===== src/rtl/bcd_to_binary_seq_ctrl.sv =====
// Sequential multi-digit BCD-to-binary converter: reverse double-dabble, one step per clock,
// valid/ready on input and output, illegal digits reported instead of converted.
module bcd_to_binary_seq_ctrl #(
    parameter int DIGITS = 4,
    parameter int BIN_W  = 14
) (
    input  logic                  clk,
    input  logic                  rst_n,
    input  logic                  in_valid,
    output logic                  in_ready,
    input  logic [4*DIGITS-1:0]   in_bcd,
    output logic                  out_valid,
    input  logic                  out_ready,
    output logic [BIN_W-1:0]      out_binary,
    output logic                  out_error,
    output logic                  busy
);

    localparam int SR_W  = 4*DIGITS + BIN_W;
    localparam int CNT_W = $clog2(BIN_W);

    localparam logic [1:0] S_IDLE = 2'd0;
    localparam logic [1:0] S_CONV = 2'd1;
    localparam logic [1:0] S_DONE = 2'd2;

    localparam logic [CNT_W-1:0] LAST_STEP = CNT_W'(BIN_W - 1);

    logic [1:0]       r_state;
    logic [SR_W-1:0]  r_sr;
    logic [CNT_W-1:0] r_cnt;
    logic [BIN_W-1:0] r_bin;
    logic             r_err;

    logic [SR_W-1:0]  w_shift;
    logic [SR_W-1:0]  w_step;
    logic             w_bad;

    // One reverse double-dabble step: shift, then pull every BCD digit that landed >= 8 back by 3.
    always_comb begin
        w_shift = r_sr >> 1;
        w_step  = w_shift;
        for (int unsigned d = 0; d < DIGITS; d++) begin
            if (w_shift[BIN_W + 4*d + 3 -: 4] >= 4'd8)
                w_step[BIN_W + 4*d + 3 -: 4] = w_shift[BIN_W + 4*d + 3 -: 4] - 4'd3;
        end
    end

    always_comb begin
        w_bad = 1'b0;
        for (int unsigned d = 0; d < DIGITS; d++) begin
            if (in_bcd[4*d + 3 -: 4] > 4'd9)
                w_bad = 1'b1;
        end
    end

    always_ff @(posedge clk or negedge rst_n) begin
        if (!rst_n) begin
            r_state <= S_IDLE;
            r_sr    <= '0;
            r_cnt   <= '0;
            r_bin   <= '0;
            r_err   <= 1'b0;
        end else begin
            case (r_state)
                S_IDLE: begin
                    if (in_valid) begin
                        if (w_bad) begin
                            r_bin   <= '0;
                            r_err   <= 1'b1;
                            r_state <= S_DONE;
                        end else begin
                            r_sr    <= {in_bcd, {BIN_W{1'b0}}};
                            r_cnt   <= '0;
                            r_state <= S_CONV;
                        end
                    end
                end
                S_CONV: begin
                    r_sr  <= w_step;
                    r_cnt <= r_cnt + CNT_W'(1);
                    if (r_cnt == LAST_STEP) begin
                        r_bin   <= w_step[BIN_W-1:0];
                        r_err   <= 1'b0;
                        r_state <= S_DONE;
                    end
                end
                S_DONE: begin
                    // Result registers are left untouched so they keep their value after the handshake.
                    if (out_ready)
                        r_state <= S_IDLE;
                end
                default: r_state <= S_IDLE;
            endcase
        end
    end

    assign in_ready   = (r_state == S_IDLE);
    assign out_valid  = (r_state == S_DONE);
    assign busy       = (r_state != S_IDLE);
    assign out_binary = r_bin;
    assign out_error  = r_err;

endmodule


===== config.mk =====
export PLATFORM = sky130hd
export DESIGN_NAME = bcd_to_binary_seq_ctrl
export DESIGN_NICKNAME = d
export VERILOG_FILES = /design/src/rtl/bcd_to_binary_seq_ctrl.sv
export SDC_FILE = /design/constraint.sdc
export NUM_CORES = 1
export LEC_CHECK = 0
export ABC_AREA = 1
export ABC_CLOCK_PERIOD_IN_PS = 1700
export CORE_MARGIN = 3
export CORE_UTILIZATION = 30
export DETAILED_ROUTE_END_ITERATION = 8
export PLACE_DENSITY = 0.6
export SYNTH_ARGS = -nofsm -noshare
export SYNTH_HDL_FRONTEND = slang
export SYNTH_SLANG_ARGS = --single-unit

===== constraint.sdc =====
create_clock -name clk -period 1.7 [get_ports clk]
set_clock_uncertainty 0.05 [all_clocks]
set_input_delay 0.51 -clock clk [delete_from_list [all_inputs] [get_ports clk]]
set_output_delay 0.51 -clock clk [all_outputs]
set_load 0.01 [all_outputs]

==> results.sh, run 1 <==
export IMPL_gp_congestion=0.824
export IMPL_vias=2421
export IMPL_htree_levels=2
export IMPL_finalNonFillerCells=528
export IMPL_maxCapViolCount=0
export IMPL_n_antenna_cell=0
export IMPL_critPathSlowestCell="dfrtp_1"
export IMPL_dieWidth_um=99.9
export IMPL_synthTopCellsByArea="dfrtp_1 47%, nand2_1 22%, nand3_1 7.6%"
export IMPL_fin_total_pwr_uw=4990
export IMPL_drive_gt1_share_pct=18.9
export IMPL_dieHeight_um=99.9
export IMPL_core_um2=8380
export IMPL_synth_top_cell_area_share_pct=47.3
export IMPL_pwr_density_cell_nw_per_um2=1390
export IMPL_grt_pass1_wl_um=10800
export IMPL_insertion_delay_ps=310
export IMPL_fin_util_pct=42.8
export IMPL_p_leak_uw=0.00210
export IMPL_ff2ff_setup_slack_ps=70
export IMPL_syn2layout_area_growth_pct=35.8
export IMPL_cts_tree="yes"
export IMPL_cp_end_kind="primary output"
export IMPL_synth_fp_nets=380
export IMPL_clock_path_buffers=2
export IMPL_worst_slack_ps=-4.62
export IMPL_rr_worst_depth=9
export IMPL_dieArea_um2=9970
export IMPL_ioPinCount=38
export IMPL_dp_hpwl_um=4280
export IMPL_ff_latch_area_um2=1250
export IMPL_cp_cell_sequence="buf_4 -> inv_1 -> nor2_2 -> buf_2"
export IMPL_rr_endpoint="r_state[1]$_DFFE_PN0P_"
export IMPL_n_fill_cell=856
export IMPL_rsz0062_at_grt="yes"
export IMPL_antenna_left=0
export IMPL_dpl_cell_count=511
export IMPL_grt_usage_pct=13.3
export IMPL_finalMaxSlewViolations=0
export IMPL_syn_inst=352
export IMPL_numClockSinks=50
export IMPL_async_reset_ff_share_pct=100
export IMPL_port_buffers=37
export IMPL_cp_start_kind="flop"
export IMPL_slew_headroom_pct=79.1
export IMPL_drc=0
export IMPL_final_cell_area_um2=3590
export IMPL_via_per_inst=4.59
export IMPL_worstMarginPinSlew_ps=312
export IMPL_cp_arrival_ps=1140
export IMPL_synth_edf_count=0
export IMPL_wire_per_inst_um=12.2
export IMPL_cts_reportedPaths_clkPinSlew_ps=90
export IMPL_nNetsFinal=451
export IMPL_cpPeakStageDelay_ps=430
export IMPL_totalWireLength_um=6460
export IMPL_required_ps=1140
export IMPL_critical_path_class="reg2out"
export IMPL_critPathMaxFanout=3
export IMPL_yosysSeqAreaShare_pct=47.3
export IMPL_finalCriticalPeriod_ps=1700
export IMPL_placed_cell_area_um2=3280
export IMPL_cts_root_buf="clkbuf_8"
export IMPL_grt_antenna_before_repair=0
export IMPL_first_iter_violations=136
export IMPL_hold_viol_final=0
export IMPL_period_share_pct=100
export IMPL_yosysWarnings=0
export IMPL_ir_worst_vdd_mv=0.517
export IMPL_initial_core_util_pct=31.5
export IMPL_multi_input_area_um2=1320
export IMPL_synth_area_um2=2640
export IMPL_avgSynthCellArea_um2=7.51
export IMPL_place_ws_ps=-633
export IMPL_ys_types=22
export IMPL_placementRows=33
export IMPL_synth_area_leader_cell="dfrtp_1"
export IMPL_numCtsBuffers=5
export IMPL_setup_viol=1
export IMPL_grt_start_max_net_pins=51
export IMPL_yosys_cell_count_top_type="nand2_1"
export IMPL_grt_pass1_vias=2293
export IMPL_status="complete, but fails checks"
export IMPL_r2r_start="r_state[1]$_DFFE_PN0P_"
export IMPL_failed_checks="setup timing"
export IMPL_ys_ff_latch=50
export IMPL_ys_top_cells_by_count="154 x nand2_1, 50 x dfrtp_1, 40 x nand3_1"
export IMPL_cts_hold_fix_buffers=0
export IMPL_overflow=0
export IMPL_drtPass1Iterations=4
export IMPL_timing_fmax_mhz=587
export IMPL_synthFlopType="dfrtp_1"
export IMPL_min_delay_path_class="in2async"
## metrics by stage
stage                     TNS [ps]  hold slack [ps]
after CTS                    -10.4              143
final                        -4.62              134
after global routing         -73.5              152
after detailed placement    -26230              408
after global placement      -25980              405
after floorplan                  0              164
## sequential cells by signal (all words and copies together) (netlist names)
register,count
out_binary,14
out_error,1
r_cnt,4
r_sr,29
r_state,2
## layout by cell type (no fill, tap or decap), drive strengths merged
cell type / netlist / layout
clkbuf: 2 / 5
clkinvlp: 0 / 2
nand2: 156 / 159
nand4: 1 / 1
o22ai: 3 / 3
o21bai: 3 / 3
dlygate4sd2: 0 / 17
dlymetal6s2s: 0 / 6
inv: 34 / 34
or2: 4 / 4
clkdlybuf4s50: 0 / 10
dfrtp: 50 / 50
nor2: 24 / 24
ha: 8 / 8
o21ai: 13 / 13
a21oi: 3 / 3
nand3: 40 / 40
buf: 10 / 40
nor3: 1 / 1
## power by group
group | leakage, uW | switching [uW] | internal (uW)
logic | 0.00140 | 1490 | 1080
clock network | 0.0000362 | 403 | 282
registers | 0.000667 | 274 | 1460
total | 0.00210 | 2170 | 2820
## worst max path at each step
stage	start	endpoint	slack (ps)	cells after the start
floorplan	in_bcd[6]	out_binary[10]$_DFFE_PN0P_	140	7
global placement	in_bcd[1]	out_binary[3]$_DFFE_PN0P_	-620	9
detailed placement	in_bcd[1]	out_binary[5]$_DFFE_PN0P_	-630	9
CTS	r_state[1]$_DFFE_PN0P_	out_valid	-7	4
global route	r_state[1]$_DFFE_PN0P_	out_valid	-70	4
finish	r_state[1]$_DFFE_PN0P_	out_valid	-5	4
## final cells by class
type                    instances  share of cell area (%)
inverters                      34                    3.56
well taps                     105                    3.66
clock inverters                 2                   0.418
flip-flops and latches         50                    34.9
clock buffers                   5                    1.92
repair buffers                 73                    18.9
multi-input cells             259                    36.7
## worst max-delay path: cells and delay by family, from the launching register on
family,cells,cell delay [ps]
flops,1,430
buf+inv,3,370
simple gates,1,40
## logic make-up (layout without fill, tap and decap cells)
kind of cell               after synthesis  count (layout)  synth area share, %
buffers and inverters                   46             114                 8.29
DFF                                     50              50                 47.3
and+or+nand+nor                        226             229                 35.8
AOI/OAI and AO/OA                       22              22                 4.73
adders and majority gates                8               8                 3.79
## layer usage
metal	wire [um]	track usage, %
met1	3080	18.1
met2	3130	21.9
met3	216	2.85
met4	31	3.05
met5	0	0
## timing repair
action | CTS | global route
pin swaps | 8 | 11
gates resized for setup | 48 | 27
gates cloned | 3 | 1
setup endpoints to repair | 68 | 52
buffers inserted | 3 | 3
hold endpoints to repair | 0 | 0
(Power assumes the default switching activity.)
==> run 2: changes to the inputs <==
--- a/config.mk
+++ b/config.mk
@@ -6,11 +6,12 @@
 export NUM_CORES = 1
 export LEC_CHECK = 0
 export ABC_AREA = 1
-export ABC_CLOCK_PERIOD_IN_PS = 1700
+export ABC_CLOCK_PERIOD_IN_PS = 1910
+export CORE_ASPECT_RATIO = 0.75
 export CORE_MARGIN = 3
-export CORE_UTILIZATION = 30
+export CORE_UTILIZATION = 25
 export DETAILED_ROUTE_END_ITERATION = 8
-export PLACE_DENSITY = 0.6
+export PLACE_DENSITY = 0.54
 export SYNTH_ARGS = -nofsm -noshare
 export SYNTH_HDL_FRONTEND = slang
 export SYNTH_SLANG_ARGS = --single-unit
==> constraint.sdc (replaced) <==
create_clock -name clk -period 1.91 [get_ports clk]
set_clock_uncertainty 0.05 [all_clocks]
set_input_delay 0.573 -clock clk [delete_from_list [all_inputs] [get_ports clk]]
set_output_delay 0.573 -clock clk [all_outputs]
set_load 0.01 [all_outputs]
==> results.sh, run 2 (same netlist as run 1, synthesis figures left out) <==
export IMPL_critical_path_class="reg2out"
export IMPL_hold_slack_ps=223
export IMPL_ir_worst_vdd_mv=0.446
export IMPL_overflow=0
export IMPL_grt_pass1_wl_um=11000
export IMPL_placementRows=31
export IMPL_drtPass1Iterations=4
export IMPL_pwr_density_cell_nw_per_um2=1270
export IMPL_cts_hold_fix_buffers=0
export IMPL_final_cell_area_um2=3580
export IMPL_finalMaxSlewViolations=0
export IMPL_dieArea_um2=11900
export IMPL_totalWireLength_um=6490
export IMPL_first_iter_violations=173
export IMPL_worst_slack_ps=55.4
export IMPL_grt_usage_pct=11.0
export IMPL_port_buffers=37
export IMPL_hold_viol_final=0
export IMPL_layout_common_cells="151 x nand2_1, 50 x dfrtp_1, 40 x nand3_1, 32 x inv_1, 27 x clkdlybuf4s50_1"
export IMPL_worstMarginPinSlew_ps=409
export IMPL_placed_cell_area_um2=3280
export IMPL_drc=0
export IMPL_htree_levels=2
export IMPL_finalCriticalPeriod_ps=1850
export IMPL_dp_hpwl_um=4470
export IMPL_r2r_start="r_state[1]$_DFFE_PN0P_"
export IMPL_dieWidth_um=125
export IMPL_min_delay_path_class="in2async"
export IMPL_gp_congestion=0.821
export IMPL_final_common_cell="nand2_1"
export IMPL_place_ws_ps=-318
export IMPL_vias=2366
export IMPL_ioPinCount=38
export IMPL_p_leak_uw=0.00202
export IMPL_rsz0062_at_grt="no"
export IMPL_required_ps=1290
export IMPL_crit_start="r_state[0]$_DFFE_PN0P_"
export IMPL_dieHeight_um=95.0
export IMPL_largest_reg_flops=29
export IMPL_cp_arrival_ps=1230
export IMPL_n_fill_cell=1030
export IMPL_wire_per_inst_um=11.9
export IMPL_core_um2=9970
export IMPL_grt_start_max_net_pins=51
export IMPL_cp_end_kind="primary output"
export IMPL_maxCapViolCount=0
export IMPL_via_per_inst=4.34
export IMPL_nNetsFinal=441
export IMPL_setup_viol=0
export IMPL_numClockSinks=50
export IMPL_insertion_delay_ps=280
export IMPL_timing_fmax_mhz=539
export IMPL_period_share_pct=97.1
export IMPL_critPathMaxFanout=3
export IMPL_cts_reportedPaths_clkPinSlew_ps=70
export IMPL_grt_pass1_vias=2370
export IMPL_initial_core_util_pct=26.5
export IMPL_numCtsBuffers=5
export IMPL_drive_gt1_share_pct=13.8
export IMPL_cts_root_buf="clkbuf_16"
export IMPL_slew_headroom_pct=72.7
export IMPL_syn2layout_area_growth_pct=35.6
export IMPL_grt_antenna_before_repair=0
export IMPL_n_antenna_cell=0
export IMPL_regMostFlops="r_sr"
export IMPL_cts_tree="yes"
export IMPL_status="completed"
export IMPL_cp_start_kind="flop"
export IMPL_clock_path_buffers=2
export IMPL_antenna_left=0
export IMPL_ff2ff_setup_slack_ps=230
==> run 2: cell count changes in the layout (fill, tap and decap cells not counted), moves of 3 or more <==
cell,delta
buf_2,-3
buf_6,-8
clkbuf_16,+6
clkbuf_8,-4
clkdlybuf4s50_1,+17
dlygate4sd2_1,-15
nand2_1,+3
nand2_2,-3
nand3_1,+3
nand3_2,-3
o21ai_0,+3
==> run 2: cell type report <==
cell class	count	area [um2]	share of cell area, %
timing repair buffer	64	624	17.4
sequential	50	1250	34.9
clock buffer	6	139	3.88
inverter	34	128	3.56
multi-input combinational	258	1250	34.8
tap	132	165	4.61
clock inverter	1	30.0	0.838
==> run 2: worst paths after layout <==
check	cells after the start	endpoint
worst max register to register	7	r_sr[15]$_DFFE_PN0P_
min in group clk	2	out_error$_DFFE_PN0P_
worst max-delay path	3	out_valid
worst min register to register	2	out_error$_DFFE_PN0P_
worst min-delay path	2	r_sr[23]$_DFFE_PN0P_
max in group asynchronous	2	out_binary[11]$_DFFE_PN0P_
==> run 2: layer usage <==
layer	share of wire (%)	wire (um)	vias to the layer above	GRT usage, %
li1	-	-	1212	-
met1	48	3100	1126	14.6
met2	48	3130	28	19.0
met3	4.0	260	0	2.91
met4	0	0	0	1.19
met5	0	0	-	0
==> run 2: stage by stage <==
| stage | setup TNS [ps] | util [%] | power [uW] | instances |
|---|---|---|---|---|
| 3_5_place_dp | -13050 | 32.9 | 3250 | 534 |
| 2_1_floorplan | 0 | - | 2710 | 352 |
| 6_report | 0 | 35.9 | 4540 | 545 |
| 3_3_place_gp | -10600 | 32.9 | 3210 | 534 |
| 5_1_grt | 0 | 35.9 | 4900 | 545 |
| 4_1_cts | 0 | 34.8 | 4280 | 542 |
==> run 2: power by group <==
group / internal [uW] / total [uW] / leakage, uW / switching [uW]
logic: 781 / 1970 / 0.00127 / 1190
clock network: 647 / 1020 / 0.0000829 / 377
registers: 1300 / 1550 / 0.000668 / 252
total: 2730 / 4540 / 0.00202 / 1810
==> run 2: timing repair <==
action,4_1_cts,5_1_grt
cloned,0,3
endpoints found under the hold margin,0,0
pin swaps,0,4
gates resized for setup,7,19
setup endpoints to repair,16,49
setup buffers,1,0
==> run 2: critical path, cell delays in order, from the launching register on <==
cell	delay, ps
dfrtp_1	420
buf_4	160
nor2_2	120
clkdlybuf4s15_2	240
==> run 3: changes to the inputs <==
--- a/config.mk
+++ b/config.mk
@@ -7,6 +7,7 @@
 export LEC_CHECK = 0
 export ABC_AREA = 1
 export ABC_CLOCK_PERIOD_IN_PS = 1910
+export CAP_MARGIN = 20
 export CORE_ASPECT_RATIO = 0.75
 export CORE_MARGIN = 3
 export CORE_UTILIZATION = 25
==> results of run 3 <==
Same layout as run 2: the final DEF is identical, and so are final timing and power.
